===== config.mk =====
export PLATFORM = sky130hd
export DESIGN_NAME = playback_controller
export DESIGN_NICKNAME = d
export VERILOG_FILES = /design/src/rtl/playback_pkg.sv /design/src/rtl/playback_controller_sample_tick_gen.sv /design/src/rtl/playback_controller.sv
export SDC_FILE = /design/constraint.sdc
export NUM_CORES = 1
export LEC_CHECK = 0
export BUFFER_PORTS_ARGS = -buffer_cell sky130_fd_sc_hd__buf_2
export CELL_PAD_IN_SITES_DETAIL_PLACEMENT = 0
export CELL_PAD_IN_SITES_GLOBAL_PLACEMENT = 1
export CORE_MARGIN = 1
export CORE_UTILIZATION = 26
export CTS_BUF_LIST = sky130_fd_sc_hd__clkbuf_16
export CTS_CLUSTER_DIAMETER = 50
export DETAILED_ROUTE_END_ITERATION = 16
export PLACE_DENSITY_LB_ADDON = 0.3
export REMOVE_ABC_BUFFERS = 1
export SLEW_MARGIN = 10
export SYNTH_ARGS = -nofsm -noshare
export SYNTH_HDL_FRONTEND = slang
export SYNTH_SLANG_ARGS = --single-unit
export TNS_END_PERCENT = 10

===== constraint.sdc =====
create_clock -name clk -period 3.8 [get_ports clk]
set_input_delay 0.76 -clock clk [delete_from_list [all_inputs] [get_ports clk]]
set_output_delay 0.76 -clock clk [all_outputs]
set_load 0.05 [all_outputs]

===== src/rtl/playback_pkg.sv =====
// Shared types, key codes and divider helper for the playback controller.
package playback_pkg;

  typedef enum logic {
    PAUSED  = 1'b0,
    PLAYING = 1'b1
  } play_state_t;

  localparam logic [7:0] KEY_E = 8'h45;
  localparam logic [7:0] KEY_D = 8'h44;
  localparam logic [7:0] KEY_F = 8'h46;
  localparam logic [7:0] KEY_B = 8'h42;
  localparam logic [7:0] KEY_R = 8'h52;

  function automatic int unsigned div_nom(input int unsigned clk_freq,
                                          input int unsigned base_rate);
    return clk_freq / base_rate;
  endfunction

endpackage


===== src/rtl/playback_controller_sample_tick_gen.sv =====
// Sample-rate divider register with clamped speed adjust, plus the tick
// counter that produces the one-cycle sample strobe.
module sample_tick_gen #(
  parameter int unsigned DIV_WIDTH = 16,
  parameter int unsigned DIV_NOM   = 2272,
  parameter int unsigned DIV_STEP  = 64,
  parameter int unsigned DIV_MIN   = 256,
  parameter int unsigned DIV_MAX   = 65535
) (
  input  logic                 clk,
  input  logic                 rst,
  input  logic                 run,
  input  logic                 clr,
  input  logic                 speed_up,
  input  logic                 speed_down,
  input  logic                 speed_rst,
  output logic                 strobe,
  output logic [DIV_WIDTH-1:0] divider
);

  localparam logic [DIV_WIDTH:0] STEP_X = (DIV_WIDTH+1)'(DIV_STEP);
  localparam logic [DIV_WIDTH:0] MIN_X  = (DIV_WIDTH+1)'(DIV_MIN);
  localparam logic [DIV_WIDTH:0] MAX_X  = (DIV_WIDTH+1)'(DIV_MAX);
  localparam logic [DIV_WIDTH:0] NOM_X  = (DIV_WIDTH+1)'(DIV_NOM);

  logic [DIV_WIDTH-1:0] div_q;
  logic [DIV_WIDTH-1:0] count_q;
  logic [DIV_WIDTH:0]   div_ext;
  logic [DIV_WIDTH:0]   count_ext;
  logic [DIV_WIDTH:0]   div_up;
  logic [DIV_WIDTH:0]   div_down;
  logic [DIV_WIDTH:0]   div_sum;
  logic [DIV_WIDTH:0]   div_next;
  logic                 term;

  always_comb begin
    div_ext   = {1'b0, div_q};
    count_ext = {1'b0, count_q};
    div_sum   = div_ext + STEP_X;

    // Compare before subtracting so the result can never wrap below zero.
    if (div_ext < MIN_X + STEP_X) div_up = MIN_X;
    else                          div_up = div_ext - STEP_X;

    if (div_sum > MAX_X) div_down = MAX_X;
    else                 div_down = div_sum;

    div_next = div_ext;
    if (speed_rst)                   div_next = NOM_X;
    else if (speed_up && !speed_down) div_next = div_up;
    else if (speed_down && !speed_up) div_next = div_down;

    term = (count_ext + 1'b1) >= div_ext;
  end

  always_ff @(posedge clk) begin
    if (rst) begin
      div_q <= DIV_WIDTH'(DIV_NOM);
    end else begin
      div_q <= div_next[DIV_WIDTH-1:0];
    end
  end

  always_ff @(posedge clk) begin
    if (rst || !run || clr) begin
      count_q <= '0;
      strobe  <= 1'b0;
    end else if (term) begin
      count_q <= '0;
      strobe  <= 1'b1;
    end else begin
      count_q <= count_q + 1'b1;
      strobe  <= 1'b0;
    end
  end

  assign divider = div_q;

endmodule


===== src/rtl/playback_controller.sv =====
// Key-driven play/pause/direction/restart control and sample strobe for the
// flash music player. Build option: KEY_CASE_INSENSITIVE_EN accepts lowercase keys.
module playback_controller
  import playback_pkg::*;
#(
  parameter int unsigned CLK_FREQ  = 50000000,
  parameter int unsigned BASE_RATE = 22000,
  parameter int unsigned DIV_WIDTH = 16,
  parameter int unsigned DIV_STEP  = 64,
  parameter int unsigned DIV_MIN   = 256,
  parameter int unsigned DIV_MAX   = 65535
) (
  input  logic                 clk,
  input  logic                 rst,
  input  logic                 key_valid,
  input  logic [7:0]           key_code,
  input  logic                 speed_up,
  input  logic                 speed_down,
  input  logic                 speed_rst,
  output logic                 kybrd_forward,
  output logic                 kybrd_pause,
  output logic                 restart,
  output logic                 startsamplenow,
  output logic [DIV_WIDTH-1:0] divider
);

  // state   | meaning
  // PAUSED  | no strobes, tick counter held at zero
  // PLAYING | tick counter running, strobe every divider cycles

  localparam int unsigned DIV_NOM = div_nom(CLK_FREQ, BASE_RATE);

  play_state_t state, state_next;
  logic        forward_q, forward_next;
  logic        pause_q;
  logic        restart_q, restart_next;
  logic        run;
  logic [7:0]  code;

  function automatic logic [7:0] fold_case(input logic [7:0] c);
`ifdef KEY_CASE_INSENSITIVE_EN
    if (c >= 8'h61 && c <= 8'h7a) return c - 8'h20;
    else                          return c;
`else
    return c;
`endif
  endfunction

  always_ff @(posedge clk) begin
    if (rst) state <= PAUSED;
    else     state <= state_next;
  end

  always_comb begin
    state_next   = state;
    forward_next = forward_q;
    restart_next = 1'b0;
    code         = fold_case(key_code);
    if (key_valid) begin
      case (code)
        KEY_E:   if (state == PAUSED)  state_next = PLAYING;
        KEY_D:   if (state == PLAYING) state_next = PAUSED;
        KEY_F:   forward_next = 1'b1;
        KEY_B:   forward_next = 1'b0;
        KEY_R:   restart_next = 1'b1;
        default: ;
      endcase
    end
    // A pause key on the terminal-count cycle must suppress that strobe.
    run = (state == PLAYING) && (state_next == PLAYING);
  end

  always_ff @(posedge clk) begin
    if (rst) begin
      forward_q <= 1'b1;
      pause_q   <= 1'b1;
      restart_q <= 1'b0;
    end else begin
      forward_q <= forward_next;
      pause_q   <= (state_next == PAUSED);
      restart_q <= restart_next;
    end
  end

  sample_tick_gen #(
    .DIV_WIDTH (DIV_WIDTH),
    .DIV_NOM   (DIV_NOM),
    .DIV_STEP  (DIV_STEP),
    .DIV_MIN   (DIV_MIN),
    .DIV_MAX   (DIV_MAX)
  ) u_tick (
    .clk        (clk),
    .rst        (rst),
    .run        (run),
    .clr        (restart_next),
    .speed_up   (speed_up),
    .speed_down (speed_down),
    .speed_rst  (speed_rst),
    .strobe     (startsamplenow),
    .divider    (divider)
  );

  assign kybrd_forward = forward_q;
  assign kybrd_pause   = pause_q;
  assign restart       = restart_q;

endmodule


==> flow_summary.ini, run 1 <==
[drt]
top_layer_used = met4
dr_wl_met3_um = 322
ant_nets = 0
firstDrtPassIters = 4
wl_per_cell_um = 14.7
dr.first_iter.drc_count = 118
met2_wirelength_um = 3100
wirelength_um = 6810
drc = 0
vias = 2361
met1_length_um = 3270
post_drt_via_cell_ratio = 5.11

[synthesis]
synth_cell_types = 58
yosysTopAreaCell = dfxtp_1
synth_top_area_frac = 0.265
synth_area_leaders = dfxtp_1 (27%), ha_1 (11%), nor3b_1 (5.4%)
syn_inst = 307
synthesis.area_um2 = 2490
avgSynthCellArea_um2 = 8.11
ys_warn_count = 0
ys_ff_latch = 33
async_flop_share = 0
ys.flop_type = dfxtp_1
synth-edff-count = 0
synth_seq_area_share = 0.265

[grt]
grt_usage = 0.147
grt_pass1_wl_um = 11500
grt_max_degree = 20
grt_pass1_vias = 2257
antenna_found_initial = 0
gr-total-overflow = 0

[clocking]
clk_latency_ns = 0.28
cts_buffers = 5
cts_tree = yes
post_cts.repair.setup_buffers = 0
post_cts_resized = 0
cts.htree.levels = 2
cts_hold_buf = 0
clkSinkCount = 33
clk_pin_slew_ns = 0.05
cts_buffer_depth = 2
clock-root-buffer = clkbuf_16

[job]
maxCapViolations = 0

[status]
status = finished clean

[timing]
final-hold-violation-count = 0
period_share = 0.820
fin_skew_ns = 0.00672
worst_pin_slew_ns = 0.689
relSlewSlack = 0.536
grt_setup_unrepaired = no
setup_tns_ns = 0
fin_ws_ns = 0.685
setup_viol = 0
timing.fmax_ghz = 0.321
maxSlewViolCount = 0
hold-worst-slack_ns = 0.488
min_period_ns = 3.12

[floorplanning]
die_w_um = 99.9
core_region_area_um2 = 9240
die_h_um = 99.9
die_area_um2 = 9980
io_pins = 34
initial_core_util = 0.270
rows = 35

[worst_setup_path]
crit_type = reg2reg
cp-start-kind = register
crit_arrival_ns = 3.30
cp_data_required_time_ns = 3.99
worstPathMaxFanout = 16
end_kind = register

[pwr]
power_w = 0.000871
ir_drop_v = 0.000139
power_density_nw_per_um2 = 303
p_leak_nw = 1.07

[placement]
place_congestion = 0.851
post-place-ws_ns = 0.609
port_buffers = 33
dpl.cell_count = 454
hpwl_um = 5050

[final_layout]
multi_input_comb_area_um2 = 1630
regArea_um2 = 661
final_cells = 462
areaGrowthSynthToFinish_pct = 15.3
drive_gt1_frac = 0.165
diodes = 0
nets = 367
fill_cells = 1008

[min_path]
hold_path.class = reg2reg
## layer usage
layer,up-vias,global-route usage
li1,1191,-
met1,1095,0.202
met2,67,0.232
met3,8,0.0237
met4,0,0.0520
met5,-,0
## cells in the mapped netlist (all sizes together), types with 11 or more instances
| cell | n |
|---|---|
| inv | 22 |
| a21oi | 16 |
| ha | 21 |
| nor2 | 18 |
| nor3 | 15 |
| nand2 | 17 |
| buf | 11 |
| xnor2 | 14 |
| nand3 | 14 |
| nor3b | 18 |
| dfxtp | 33 |
| o21ai | 11 |
## cell type report
| cell class | instances | area share |
|---|---|---|
| Inverter | 24 | 0.0314 |
| Clock inverter | 3 | 0.00479 |
| Sequential cell | 33 | 0.230 |
| Timing Repair Buffer | 37 | 0.0680 |
| Multi-Input combinational cell | 231 | 0.566 |
| Tap cell | 129 | 0.0562 |
| Clock buffer | 5 | 0.0436 |
## sequential cells by signal, summed over array words and instances (netlist names)
signal and count:
restart 1, kybrd_pause 1, u_tick.divider 12, u_tick.strobe 1
u_tick.count_q 16, kybrd_forward 1, state 1
## per-stage QoR
stage / utilization / instance area [um^2]
final: 0.311 / 2870
after global routing: 0.311 / 2870
after CTS: 0.311 / 2870
after detailed placement: 0.296 / 2730
after global placement: 0.296 / 2730
after floorplan: - / 2380
## critical path: stages, from the launching register on
cell      delay [ns]
dfxtp_1         0.38
and4_1          0.25
nand4_1         0.24
nor4_1          0.40
xor2_1          0.25
ha_1            0.28
nand3_1         0.07
nor2_1          0.05
a22oi_1         0.22
nand3b_1        0.50
nor3b_1         0.37
## logic make-up after synthesis
group,synth area share
buffers and inverters,0.0824
and+or+nand+nor,0.287
xor gates and xnor gates,0.0598
adders and majority gates,0.105
AOI/OAI and AO/OA,0.196
DFF,0.265
muxes,0.00402
## path summary, 6_finish.rpt
kind | startpoint | to | slack, ns | cells past startpoint
min reg2reg | kybrd_forward | kybrd_forward | 0.49 | 2
min | kybrd_forward | kybrd_forward | 0.49 | 2
max | u_tick.count_q[2] | u_tick.count_q[4] | 0.68 | 10
max reg2reg | u_tick.count_q[2] | u_tick.count_q[4] | 0.68 | 10
## power by group
| group | leakage, nW | switching, W | total (W) | internal (W) |
|---|---|---|---|---|
| logic | 0.731 | 0.0000791 | 0.000118 | 0.0000385 |
| clock network | 0.0748 | 0.000153 | 0.000391 | 0.000238 |
| registers | 0.267 | 0.0000117 | 0.000362 | 0.000351 |
| total | 1.07 | 0.000244 | 0.000871 | 0.000627 |
## placed cells by master, fill, tap and decap left out, types with 5 or more instances in the layout
cell type | Yosys | layout
buf_2 | 2 | 33
dfxtp_1 | 33 | 33
inv_1 | 22 | 23
ha_1 | 21 | 21
nor2_1 | 18 | 18
nor3b_1 | 18 | 18
nand2_1 | 17 | 17
a21oi_1 | 16 | 16
nor3_1 | 15 | 15
xnor2_1 | 14 | 14
nand3_1 | 13 | 13
nand4_1 | 9 | 9
o21ai_0 | 9 | 9
nor4_1 | 6 | 6
a41oi_1 | 5 | 5
a221oi_1 | 5 | 5
clkbuf_16 | 0 | 5
Note: power is estimated with default switching activity, not from simulation.
==> inputs of run 2 (changes only) <==
==> constraint.sdc (replaced) <==
create_clock -name clk -period 3.2 [get_ports clk]
set_input_delay 0.64 -clock clk [delete_from_list [all_inputs] [get_ports clk]]
set_output_delay 0.64 -clock clk [all_outputs]
set_load 0.05 [all_outputs]
==> flow_summary.ini, run 2 (synthesis results as in run 1) <==
[timing]
min_period_ns = 2.81
hold-worst-slack_ns = 0.486
fin_skew_ns = 0.0105
worst_pin_slew_ns = 0.758
grt_setup_unrepaired = no
timing.fmax_ghz = 0.356
maxSlewViolCount = 0
period_share = 0.879
final-hold-violation-count = 0
fin_ws_ns = 0.387
setup_viol = 0
relSlewSlack = 0.490

[worst_setup_path]
worstPathMaxFanout = 17
cp-start-kind = register
crit_arrival_ns = 2.97
end_kind = register
crit_type = reg2reg
cp_data_required_time_ns = 3.36

[grt]
antenna_found_initial = 0
grt_pass1_vias = 2223
grt_max_degree = 18
grt_pass1_wl_um = 11500
grt_usage = 0.145
gr-total-overflow = 0

[job]
maxCapViolations = 0

[floorplanning]
die_w_um = 99.9
io_pins = 34
rows = 35
initial_core_util = 0.270
die_area_um2 = 9980
die_h_um = 99.9
core_region_area_um2 = 9240

[clocking]
cts_tree = yes
post_cts_resized = 0
cts.htree.levels = 2
clkSinkCount = 33
cts_hold_buf = 0
cts_buffer_depth = 2
clk_latency_ns = 0.28
clk_pin_slew_ns = 0.06
clock-root-buffer = clkbuf_16
post_cts.repair.setup_buffers = 0
cts_buffers = 5

[drt]
post_drt_via_cell_ratio = 5.08
vias = 2373
ant_nets = 0
drc = 0
dr.first_iter.drc_count = 151
firstDrtPassIters = 4
wirelength_um = 6770
wl_per_cell_um = 14.5

[final_layout]
utilization = 0.319
largest_reg_flops = 16
final_cells = 467
diodes = 0
nets = 372
final_cell_mix = buf_2 (33), dfxtp_1 (33), inv_1 (22), ha_1 (21)
areaGrowthSynthToFinish_pct = 18.3
drive_gt1_frac = 0.183
regMostFlops = u_tick.count_q

[pwr]
power_density_nw_per_um2 = 384
power_frac_clock = 0.492
p_int_w = 0.000834
p_leak_nw = 1.10
power_w = 0.00113
seqPwrFrac = 0.378
switching_share = 0.263
p_sw_w = 0.000298
ir_drop_v = 0.000219
p_comb_frac = 0.130

[placement]
place_congestion = 0.852
port_buffers = 33
dpl.cell_count = 459
post-place-ws_ns = 0.293
hpwl_um = 5170

[min_path]
hold_path.class = reg2reg

[status]
status = finished clean
==> run 2: final cells by class <==
cell class	count	area (um^2)
repair buffers	42	233
fillers	997	6290
clock inverters	3	46.3
well taps	129	161
flip-flops and latches	33	661
inverters	24	90.1
multi-input cells	231	1630
clock buffers	5	125
==> run 2: power groups by stage <==
| stage | clock network (W) | logic (W) | registers [W] |
|---|---|---|---|
| 6_report | 0.000557 | 0.000147 | 0.000428 |
| 5_1_grt | 0.000589 | 0.000162 | 0.000429 |
| 4_1_cts | 0.000574 | 0.000145 | 0.000428 |
| 3_5_place_dp | 0 | 0.000145 | 0.000437 |
| 3_3_place_gp | 0 | 0.000146 | 0.000437 |
| 2_1_floorplan | 0 | 0.0000758 | 0.000455 |
==> run 2: per-stage QoR <==
step           area (um^2)  setup TNS (ns)
2_1_floorplan         2380          -13.38
3_3_place_gp          2770               0
3_5_place_dp          2770               0
4_1_cts               2940               0
5_1_grt               2950               0
6_report              2950               0
==> run 2: final timing paths <==
check | slack (ns) | cells past startpoint | end | startpoint
setup / recovery | 0.39 | 11 | u_tick.count_q[8] | u_tick.count_q[0]
hold / removal | 0.49 | 2 | kybrd_forward | kybrd_forward
setup reg to reg | 0.39 | 11 | u_tick.count_q[8] | u_tick.count_q[0]
hold reg to reg | 0.49 | 2 | kybrd_forward | kybrd_forward
==> run 2: worst max-delay path: stages (launching register included) <==
cell and delay [ns]:
dfxtp_1 0.42, ha_1 0.26, and3_1 0.30, nand4_1 0.14
xnor2_1 0.17, ha_1 0.30, nand4_1 0.15, nor4_2 0.35
o31ai_1 0.13, a31oi_1 0.14, buf_4 0.25, nor3b_1 0.07
==> run 2: routing by layer <==
layer / global-route usage / up-vias / wire length [um]
li1: - / 1197 / -
met5: 0 / - / 0
met2: 0.231 / 71 / 3040
met3: 0.0265 / 8 / 421
met4: 0.0396 / 0 / 121
met1: 0.199 / 1097 / 3190
